===== config.mk =====
export PLATFORM = sky130hd
export DESIGN_NAME = sel_accumulator_flat
export DESIGN_NICKNAME = d
export VERILOG_FILES = /design/src/rtl/sel_accumulator_if.sv /design/src/rtl/sel_accumulator.sv /design/src/flat_wrapper.sv
export SDC_FILE = /design/constraint.sdc
export NUM_CORES = 1
export LEC_CHECK = 0
export ABC_CLOCK_PERIOD_IN_PS = 2100
export CORE_ASPECT_RATIO = 1.25
export CORE_MARGIN = 5
export CORE_UTILIZATION = 49
export CTS_CLUSTER_SIZE = 8
export DETAILED_ROUTE_END_ITERATION = 7
export GPL_TIMING_DRIVEN = 0
export PLACE_DENSITY = 0.77
export SLEW_MARGIN = 20
export SYNTH_ARGS = -nofsm -noshare
export SYNTH_HDL_FRONTEND = slang
export SYNTH_SLANG_ARGS = --single-unit

===== constraint.sdc =====
create_clock -name i_clk -period 2.1 [get_ports i_clk]
set_input_delay 0.315 -clock i_clk [delete_from_list [all_inputs] [get_ports i_clk]]
set_output_delay 0.315 -clock i_clk [all_outputs]
set_load 0.02 [all_outputs]

===== src/rtl/sel_accumulator_if.sv =====
// Handshake bundle between the SEL sequencer side and sel_accumulator.
// Ports: sel/seed control, sample valid/ready/data, result valid/ready/data,
// saturation flag and completed-block counter.
interface sel_accumulator_if #(
    parameter int WIDTH     = 8,
    parameter int ACC_WIDTH = 16
);
    logic                 sel;
    logic [WIDTH-1:0]     seed;
    logic                 in_valid;
    logic                 in_ready;
    logic [WIDTH-1:0]     in_data;
    logic                 out_valid;
    logic                 out_ready;
    logic [ACC_WIDTH-1:0] out_data;
    logic                 ovf;
    logic [7:0]           blk_cnt;

    // Sequencer / sample source / result sink side.
    modport master (
        output sel,
        output seed,
        output in_valid,
        output in_data,
        output out_ready,
        input  in_ready,
        input  out_valid,
        input  out_data,
        input  ovf,
        input  blk_cnt
    );

    // Accumulator side.
    modport slave (
        input  sel,
        input  seed,
        input  in_valid,
        input  in_data,
        input  out_ready,
        output in_ready,
        output out_valid,
        output out_data,
        output ovf,
        output blk_cnt
    );
endinterface


===== src/rtl/sel_accumulator.sv =====
// Seeded saturating block accumulator gated by the sequencer SEL signal.
// Ports: i_clk, i_rst_n (async, active low), io_bus (sel_accumulator_if.slave):
//   sel/seed in, in_valid/in_ready/in_data sample port,
//   out_valid/out_ready/out_data result port, ovf flag, blk_cnt counter.
module sel_accumulator #(
    parameter int WIDTH     = 8,
    parameter int ACC_WIDTH = 16,
    parameter int COUNT_N   = 4
) (
    input logic              i_clk,
    input logic              i_rst_n,
    sel_accumulator_if.slave io_bus
);

    localparam int CNT_W = (COUNT_N > 1) ? $clog2(COUNT_N) : 1;
    localparam logic [CNT_W-1:0] LAST = CNT_W'(COUNT_N - 1);

    typedef enum logic [1:0] {
        S_LOAD,
        S_ACCUM,
        S_DONE
    } state_t;

    state_t               r_state;
    state_t               w_state_nxt;
    logic [WIDTH-1:0]     r_seed_q;
    logic [ACC_WIDTH-1:0] r_acc;
    logic [CNT_W-1:0]     r_cnt;
    logic                 r_out_valid;
    logic [ACC_WIDTH-1:0] r_out_data;
    logic                 r_ovf;
    logic [7:0]           r_blk_cnt;

    logic                 w_in_ready;
    logic                 w_take;
    logic                 w_last;
    logic                 w_give;
    logic                 w_load;
    logic [ACC_WIDTH:0]   w_sum;
    logic [ACC_WIDTH-1:0] w_sat;
    logic [ACC_WIDTH-1:0] w_seed_ext;
    logic [ACC_WIDTH-1:0] w_seedq_ext;

    assign w_seed_ext  = ACC_WIDTH'(io_bus.seed);
    assign w_seedq_ext = ACC_WIDTH'(r_seed_q);

    // One extra bit catches the carry that signals saturation.
    assign w_sum = {1'b0, r_acc}
                 + {{(ACC_WIDTH + 1 - WIDTH){1'b0}}, io_bus.in_data};
    assign w_sat = w_sum[ACC_WIDTH] ? {ACC_WIDTH{1'b1}}
                                    : w_sum[ACC_WIDTH-1:0];

    // Handshake strobes; SEL low gates the sample port immediately.
    assign w_in_ready = (r_state == S_ACCUM) & io_bus.sel;
    assign w_take     = io_bus.in_valid & w_in_ready;
    assign w_last     = w_take & (r_cnt == LAST);
    assign w_give     = r_out_valid & io_bus.out_ready;
    // Abort (SEL low anywhere) takes the LOAD path and wins over a result handshake.
    assign w_load     = (r_state == S_LOAD) | ~io_bus.sel;

    always_ff @(posedge i_clk or negedge i_rst_n) begin
        if (!i_rst_n) begin
            r_state <= S_LOAD;
        end else begin
            r_state <= w_state_nxt;
        end
    end

    always_comb begin
        w_state_nxt = r_state;
        if (!io_bus.sel) begin
            w_state_nxt = S_LOAD;
        end else begin
            unique case (r_state)
                S_LOAD: begin
                    w_state_nxt = S_ACCUM;
                end
                S_ACCUM: begin
                    if (w_last) begin
                        w_state_nxt = S_DONE;
                    end
                end
                S_DONE: begin
                    if (w_give) begin
                        w_state_nxt = S_ACCUM;
                    end
                end
                default: begin
                    w_state_nxt = S_LOAD;
                end
            endcase
        end
    end

    always_ff @(posedge i_clk or negedge i_rst_n) begin
        if (!i_rst_n) begin
            r_seed_q    <= '0;
            r_acc       <= '0;
            r_cnt       <= '0;
            r_out_valid <= 1'b0;
            r_out_data  <= '0;
            r_ovf       <= 1'b0;
            r_blk_cnt   <= '0;
        end else if (w_load) begin
            // Seed tracks SEED every LOAD cycle, including the SEL-rise edge.
            r_seed_q    <= io_bus.seed;
            r_acc       <= w_seed_ext;
            r_cnt       <= '0;
            r_out_valid <= 1'b0;
            r_ovf       <= 1'b0;
            r_blk_cnt   <= '0;
        end else if (r_state == S_ACCUM) begin
            if (w_take) begin
                r_acc <= w_sat;
                if (w_sum[ACC_WIDTH]) begin
                    r_ovf <= 1'b1;
                end
                if (w_last) begin
                    r_cnt       <= '0;
                    r_out_data  <= w_sat;
                    r_out_valid <= 1'b1;
                end else begin
                    r_cnt <= r_cnt + CNT_W'(1);
                end
            end
        end else if (r_state == S_DONE) begin
            if (w_give) begin
                r_out_valid <= 1'b0;
                r_acc       <= w_seedq_ext;
                r_cnt       <= '0;
                r_ovf       <= 1'b0;
                r_blk_cnt   <= r_blk_cnt + 8'd1;
            end
        end
    end

    assign io_bus.in_ready  = w_in_ready;
    assign io_bus.out_valid = r_out_valid;
    assign io_bus.out_data  = r_out_data;
    assign io_bus.ovf       = r_ovf;
    assign io_bus.blk_cnt   = r_blk_cnt;

endmodule

===== src/flat_wrapper.sv =====
// flat-port wrapper written by rule: the top's interface ports become plain ports
module sel_accumulator_flat 
#(
    parameter int WIDTH     = 8,
    parameter int ACC_WIDTH = 16,
    parameter int COUNT_N   = 4
)
  (i_clk, i_rst_n, io_bus_sel, io_bus_seed, io_bus_in_valid, io_bus_in_data, io_bus_out_ready, io_bus_in_ready, io_bus_out_valid, io_bus_out_data, io_bus_ovf, io_bus_blk_cnt);
  sel_accumulator_if #(.WIDTH(WIDTH), .ACC_WIDTH(ACC_WIDTH)) io_bus_i ();
  input logic i_clk;
  input logic i_rst_n;
  input wire logic [$bits(io_bus_i.sel)-1:0] io_bus_sel;
  input wire logic [$bits(io_bus_i.seed)-1:0] io_bus_seed;
  input wire logic [$bits(io_bus_i.in_valid)-1:0] io_bus_in_valid;
  input wire logic [$bits(io_bus_i.in_data)-1:0] io_bus_in_data;
  input wire logic [$bits(io_bus_i.out_ready)-1:0] io_bus_out_ready;
  output wire logic [$bits(io_bus_i.in_ready)-1:0] io_bus_in_ready;
  output wire logic [$bits(io_bus_i.out_valid)-1:0] io_bus_out_valid;
  output wire logic [$bits(io_bus_i.out_data)-1:0] io_bus_out_data;
  output wire logic [$bits(io_bus_i.ovf)-1:0] io_bus_ovf;
  output wire logic [$bits(io_bus_i.blk_cnt)-1:0] io_bus_blk_cnt;
  assign io_bus_i.sel = io_bus_sel;
  assign io_bus_i.seed = io_bus_seed;
  assign io_bus_i.in_valid = io_bus_in_valid;
  assign io_bus_i.in_data = io_bus_in_data;
  assign io_bus_i.out_ready = io_bus_out_ready;
  assign io_bus_in_ready = io_bus_i.in_ready;
  assign io_bus_out_valid = io_bus_i.out_valid;
  assign io_bus_out_data = io_bus_i.out_data;
  assign io_bus_ovf = io_bus_i.ovf;
  assign io_bus_blk_cnt = io_bus_i.blk_cnt;
  sel_accumulator #(.WIDTH(WIDTH), .ACC_WIDTH(ACC_WIDTH), .COUNT_N(COUNT_N)) u_core (.i_clk(i_clk), .i_rst_n(i_rst_n), .io_bus(io_bus_i));
endmodule

==> impl_metrics.json <==
{
  "syn_area_per_cell_sq_um": 9.45,
  "clock-sinks": 54,
  "n_antenna_cell": 0,
  "setup_viol": 14,
  "via_count": 2692,
  "path_class": "reg -> reg",
  "synthCells": 320,
  "yosysWarnings": 0,
  "final_core_util_pct": 65.4,
  "detail_route.first_pass.iterations": 4,
  "antenna_found_initial": 0,
  "drt-total-wl_um": 7400,
  "skew_ns": 0.00818,
  "rr_startpoint": "u_core.r_acc[0]",
  "fill_cells": 513,
  "grt_pass1_vias": 2662,
  "synth_seq_area_share_pct": 44.7,
  "cp-startpoint": "u_core.r_acc[0]",
  "place.gp.congestion": 0.869,
  "grt_pass1_wl_um": 12300,
  "r2r_cells": 8,
  "cts_tree": "built",
  "failed_checks": "setup timing",
  "layout_setup_ws_ns": -0.0780,
  "layout_min_cycle_time_ns": 2.18,
  "drive_gt1_share_pct": 16.8,
  "area_growth_pct": 31.6,
  "timing.fmax_mhz": 459,
  "hold_class": "in -> async",
  "max_cap_viol_count": 0,
  "die_w_um": 80.3,
  "drt_iter0_markers": 229,
  "outcome": "finished, violations left",
  "ios": 48,
  "synthArstFlopShare_pct": 100,
  "hold_ws_ns": 0.0285,
  "antenna_left": 0,
  "grt_start_max_net_pins": 55,
  "synth_edf_count": 0,
  "hold_viol_final": 0,
  "initial_core_util_pct": 49.7,
  "drcViolationCount": 0,
  "start_kind": "register",
  "critPathMaxFanout": 5,
  "arrival_ns": 2.38,
  "fin_cells": 472,
  "timing.slew.headroom_pct": 55.0,
  "cp-end-kind": "register",
  "vdd_drop_max_mv": 0.316,
  "ys.flop_type": "dfrtp_1",
  "leakagePower_nw": 1.70,
  "htreeDepth": 2,
  "dpl.cell_count": 452,
  "ys_ff_latch": 54,
  "rsz0062_at_grt": "true",
  "powerDensity_mw_per_mm2": 577,
  "core_sq_mm": 0.00609,
  "cts_root_buf": "clkbuf_8",
  "min_period_over_period_pct": 104,
  "setup_tns_ns": -0.441,
  "dieHeight_um": 97.9,
  "cts.clk_slew.worst_paths_ns": 0.10,
  "synth.cell_area_sq_mm": 0.00303,
  "grt_overflow": 0,
  "cp_data_required_time_ns": 2.31,
  "syn_nets": 356,
  "place_hpwl_um": 5270,
  "num_rows": 32,
  "layout.nets": 422,
  "synth_cell_types": 47,
  "numCtsBuffers": 5,
  "dieArea_sq_mm": 0.00786,
  "clk_latency_ns": 0.31,
  "port_buffers": 47,
  "viasPerCell": 5.70,
  "grt_usage_pct": 19.4,
  "slew_violations": 0,
  "cts_buffer_depth": 2,
  "wl_per_cell_um": 15.7,
  "tightest_slew_ns": 0.675
}
## cell families (layout without fill, tap and decap cells)
group	Yosys count	in the layout	share of synthesized area (%)
simple gates	114	114	18.2
compound gates	99	99	22.0
flops	54	54	44.7
buf+inv	20	87	3.35
xor+xnor	16	16	4.63
fa+ha+maj	15	15	6.45
mux	2	2	0.662
## timing repair
| action | in CTS | in global routing |
|---|---|---|
| cloned | 2 | 0 |
| pin swaps | 7 | 13 |
| hold endpoints to repair | 0 | 0 |
| buffers inserted | 3 | 7 |
| hold buffers | 0 | 0 |
| resized for setup | 12 | 38 |
| setup endpoints to repair | 27 | 36 |
## final timing paths
path                                               to  slack [ns]
setup / recovery                      u_core.r_acc[5]       -0.08
hold / removal             u_core.io_bus.out_data[10]        0.03
setup reg to reg                      u_core.r_acc[5]       -0.08
hold reg to reg                    u_core.r_seed_q[6]        0.48
max in group asynchronous          u_core.r_seed_q[3]        1.62
min in group i_clk          u_core.io_bus.out_data[0]        0.48
## sequential cells by signal (all words and copies together), names as in the netlist
name / flops
u_core.r_acc: 16
u_core.io_bus.out_data: 16
u_core.io_bus.blk_cnt: 8
u_core.io_bus.ovf: 1
u_core.r_cnt: 2
u_core.io_bus.out_valid: 1
u_core.r_state: 2
u_core.r_seed_q: 8
## worst max-delay path, cell delays in order (launching register included)
cell	delay (ns)
dfrtp_1	0.39
ha_2	0.19
fa_2	0.38
a211oi_4	0.24
o211ai_2	0.19
nand3_2	0.17
buf_6	0.14
a31oi_1	0.08
a221o_1	0.28
## layout by cell type (no fill, tap or decap), types with 5 or more instances in the layout
cell / n
a21oi_1: 12
a21oi_2: 5
a221o_1: 5
a22o_1: 5
a31oi_1: 14
buf_4: 12
buf_6: 7
clkbuf_1: 5
clkbuf_8: 6
clkdlybuf4s50_1: 44
dfrtp_1: 54
ha_1: 7
nand2_1: 40
nand3_1: 8
nor2_1: 27
nor2b_1: 9
o211ai_1: 7
o21ai_0: 17
xnor2_1: 6
xor2_1: 9
## metal layers
metal	global-route usage [%]	vias to the layer above	routed length (um)
met2	32.7	86	3810
met3	2.86	15	338
met4	6.63	0	170
met1	25.3	1294	3080
met5	0	-	0
li1	-	1297	-
## metrics by stage
step / setup slack, ns / instance area (sq um) / total power, mW
after floorplan: 0.0559 / 3030 / 1.44
after global placement: -0.898 / 3610 / 1.59
after detailed placement: -0.551 / 3610 / 1.60
after CTS: -0.117 / 3780 / 2.23
after global routing: -0.157 / 3980 / 2.42
final: -0.0780 / 3980 / 2.30
## power by group
part | internal (mW) | total (mW) | switching, mW | leakage [nW]
Sequential | 1.08 | 1.11 | 0.0318 | 0.720
Clock | 0.272 | 0.620 | 0.348 | 0.0514
Combinational | 0.248 | 0.562 | 0.315 | 0.932
Total | 1.60 | 2.30 | 0.694 | 1.70
## Yosys cell counts (4+ instances only)
cell type	number	share of area, %
nand3_1	9	1.5
xor2_1	10	2.9
a31oi_1	16	3.3
o31ai_1	6	1.5
ha_1	14	5.8
nor2b_1	9	1.9
a21o_1	4	0.99
nor2_1	27	3.3
dfrtp_1	54	45
a21oi_1	17	2.8
o211ai_1	7	1.7
a221o_1	5	1.7
o21ai_0	22	3.6
clkbuf_1	6	0.74
a22o_1	5	1.4
xnor2_1	6	1.7
and3_1	4	0.83
nand2_1	43	5.3
nand4_1	4	0.83
buf_2	6	0.99
inv_1	4	0.50
## cell type report
class	count	area (sq um)	share of cell area [%]
clock inverter	2	17.5	0.440
timing repair buffer	59	571	14.3
buffer	16	103	2.58
clock buffer	6	82.6	2.07
tap	85	106	2.67
sequential	54	1350	33.9
multi-input combinational	246	1740	43.6
inverter	4	15.0	0.377
Note: power is estimated with default switching activity, not from simulation.
==> edit: new RTL, config.mk and constraints unchanged <==
`ACC_WIDTH` is set to 16 in 3 places; all go to 32.
--- a/src/rtl/sel_accumulator_if.sv
+++ b/src/rtl/sel_accumulator_if.sv
@@ -5,3 +5,3 @@
     parameter int WIDTH     = 8,
-    parameter int ACC_WIDTH = 16
+    parameter int ACC_WIDTH = 32
 );
--- a/src/rtl/sel_accumulator.sv
+++ b/src/rtl/sel_accumulator.sv
@@ -6,3 +6,3 @@
     parameter int WIDTH     = 8,
-    parameter int ACC_WIDTH = 16,
+    parameter int ACC_WIDTH = 32,
     parameter int COUNT_N   = 4
--- a/src/flat_wrapper.sv
+++ b/src/flat_wrapper.sv
@@ -4,3 +4,3 @@
     parameter int WIDTH     = 8,
-    parameter int ACC_WIDTH = 16,
+    parameter int ACC_WIDTH = 32,
     parameter int COUNT_N   = 4
Interface: changed (resized io_bus_out_data); port bits go from 48 to 64. No check against the original RTL was run, so the function may have changed too.
==> edit against the original RTL <==
  * The flow still finishes with violations (setup timing)
  * Total power is 90% higher
  * Final area is 66% higher
  * Area after synthesis is 55% higher
  * Global-route usage is 5.6 points higher
  * Sequential share of layout area is 1.3 points lower
  * Synthesized cell count is 59% higher
  * Routed wire length is 100% higher
  * Setup slack worse by 0.26 ns
  * Sequential cell count is 32 higher
  * Critical endpoint is now u_core.r_acc[10]
  * Largest cell class unchanged
==> edit: results (changes against the original RTL) <==
[logic_synthesis]
synth.area.mux_share = 0.004269  ; was 0.006617
synth_commonest_cells = sky130_fd_sc_hd__dfrtp_1, sky130_fd_sc_hd__nand2_1, sky130_fd_sc_hd__a21oi_1, sky130_fd_sc_hd__nor2_1, sky130_fd_sc_hd__o21ai_0  ; was sky130_fd_sc_hd__dfrtp_1, sky130_fd_sc_hd__nand2_1, sky130_fd_sc_hd__nor2_1, sky130_fd_sc_hd__o21ai_0, sky130_fd_sc_hd__a21oi_1
synth_top_area_cells = sky130_fd_sc_hd__dfrtp_1, sky130_fd_sc_hd__a21oi_1, sky130_fd_sc_hd__nand2_1  ; was sky130_fd_sc_hd__dfrtp_1, sky130_fd_sc_hd__ha_1, sky130_fd_sc_hd__nand2_1
synth_seq_area_share = 0.4589  ; was 0.4467
post_synth_fa_ha_maj_area_fraction = 0.04162  ; was 0.06452
synth_warnings = 0  ; unchanged
async_sr_flop_fraction = 1.000  ; unchanged
post_synth_xor_area_fraction = 0.05977  ; was 0.04632
synth_compound_gate_area_share = 0.2142  ; was 0.2204
synthesis.nets = 544  ; was 356
unique_masters_post_synth = 55  ; was 47

[sta]
clock-skew-final_ns = 0.006186  ; was 0.008181 ns
post-route-worst-setup-slack_ns = -0.3384  ; was -0.07795 ns
slew_headroom = 0.6340  ; was 0.5502
final-setup-viol-count = 63  ; was 14

[global_route]
via_count_of_the_first_global_routing_pass = 4596  ; was 2662
pin_count_of_the_biggest_net_entering_global_routing = 57  ; was 55
grt_util_all_layers = 0.2496  ; was 0.1939
grt_first_pass_wirelength_um = 23200  ; was 12340 um
antenna_violations_before_repair = 0  ; unchanged

[clock_network]
reg_clk_slew_reported_paths_ns = 0.06  ; was 0.10 ns
clock_tree.htree_level_count = 3  ; was 2
cts_root_buf = sky130_fd_sc_hd__clkbuf_16  ; was sky130_fd_sc_hd__clkbuf_8
cts.path.max_buffers = 2  ; unchanged
worst_skew_pair.late_latency_ns = 0.35  ; was 0.31 ns
total_cts_buffers = 9  ; was 5

[drt]
drtIter0Drc = 514  ; was 229
first_pass_iters = 5  ; was 4
via_per_inst = 6.227  ; was 5.703
postRouteWirelength_um = 15060  ; was 7396 um

[placed_design]
io_buffer_count = 63  ; was 47
pre_cts_ws_ns = -1.153  ; was -0.5515 ns
finalWeightedCongestion = 0.9412  ; was 0.8687
hpwl_um = 9388  ; was 5266 um

[finish]
fraction_of_layout_instances_using_a_drive_strength_above_1 = 0.2431  ; was 0.1680
n_fill_cell = 725  ; was 513
final_nets = 648  ; was 422
number_of_diodes = 0  ; unchanged

[critical_path]
crit_fanout = 7  ; was 5
cp_data_arrival_time_ns = 2.67  ; was 2.38 ns

[run_status]
violations = setup timing  ; unchanged
outcome = complete, but fails checks  ; unchanged

[power]
p_leak_nw = 2.839  ; was 1.703 nW
peakVddDrop_mv = 0.5056  ; was 0.3164 mV

[worst_hold_path]
hold_class = in -> async  ; unchanged

-- edit: layout make-up --
| cell class | instances | share of cell area |
|---|---|---|
| Sequential cell | 86 | 0.3259 |
| Tap cell | 126 | 0.02387 |
| Timing Repair Buffer | 97 | 0.1451 |
| Inverter | 7 | 0.003979 |
| Clock inverter | 4 | 0.006821 |
| Multi-Input combinational cell | 388 | 0.4297 |
| Clock buffer | 12 | 0.03884 |
| Buffer | 23 | 0.02577 |
-- edit: path summary, 6_finish.rpt --
kind                            cells past startpoint          startpoint                  to  slack, ns
worst max-delay path                               10     u_core.r_acc[0]    u_core.r_acc[10]      -0.34
worst min-delay path                                2             i_rst_n    u_core.r_acc[23]       0.45
worst max register to register                     10     u_core.r_acc[0]    u_core.r_acc[10]      -0.34
worst min register to register                      2  u_core.r_seed_q[7]  u_core.r_seed_q[7]       0.47
max in group asynchronous                           3             i_rst_n     u_core.r_acc[4]       1.02
min in group i_clk                                  2  u_core.r_seed_q[7]  u_core.r_seed_q[7]       0.47
-- edit: worst max-delay path: stages, from the launching register on --
cell                       delay, ns
sky130_fd_sc_hd__dfrtp_1        0.40
sky130_fd_sc_hd__ha_4           0.17
sky130_fd_sc_hd__fa_2           0.36
sky130_fd_sc_hd__a211oi_4       0.28
sky130_fd_sc_hd__nor3_4         0.10
sky130_fd_sc_hd__o21ai_4        0.24
sky130_fd_sc_hd__or3_1          0.17
sky130_fd_sc_hd__buf_6          0.16
sky130_fd_sc_hd__buf_8          0.15
sky130_fd_sc_hd__o31ai_2        0.07
sky130_fd_sc_hd__a22o_1         0.21
-- edit: per-layer routing --
layer	track usage	vias up	share of wire	wire, um
met2	0.4138	257	0.49	7366
li1	-	2060	-	-
met4	0.1030	0	0.037	560
met1	0.3094	2266	0.39	5864
met3	0.06385	44	0.084	1264
met5	0	-	0	0
-- edit: repair_timing --
item,4_1_cts,5_1_grt
resized for setup,76,61
hold endpoints to repair,30,0
pin swaps,14,24
setup buffers,19,12
hold buffers,1,0
endpoints found under the setup margin,71,76
gates cloned,3,1
-- edit: where the power goes --
part	total [mW]	internal (mW)	switching, mW
clock network	1.63	0.981	0.652
registers	1.76	1.71	0.0473
logic	0.981	0.423	0.559
total	4.37	3.11	1.26
-- edit: per-stage QoR --
stage | area (um2) | cells | setup TNS, ns
final | 6604 | 743 | -15.78
after global routing | 6604 | 743 | -19.36
after CTS | 6320 | 734 | -11.66
after detailed placement | 5558 | 698 | -61.70
after global placement | 5533 | 697 | -266.23
after floorplan | 4745 | 508 | -9.235
-- edit: cell families after synthesis --
| logic type | count (synthesis) |
|---|---|
| flip-flops | 86 |
| multiplexers | 2 |
| buffers and inverters | 34 |
| adder cells (fa/ha/maj) | 15 |
| XOR/XNOR | 32 |
| AND/OR/NAND/NOR | 178 |
| AO/OA/AOI/OAI | 161 |
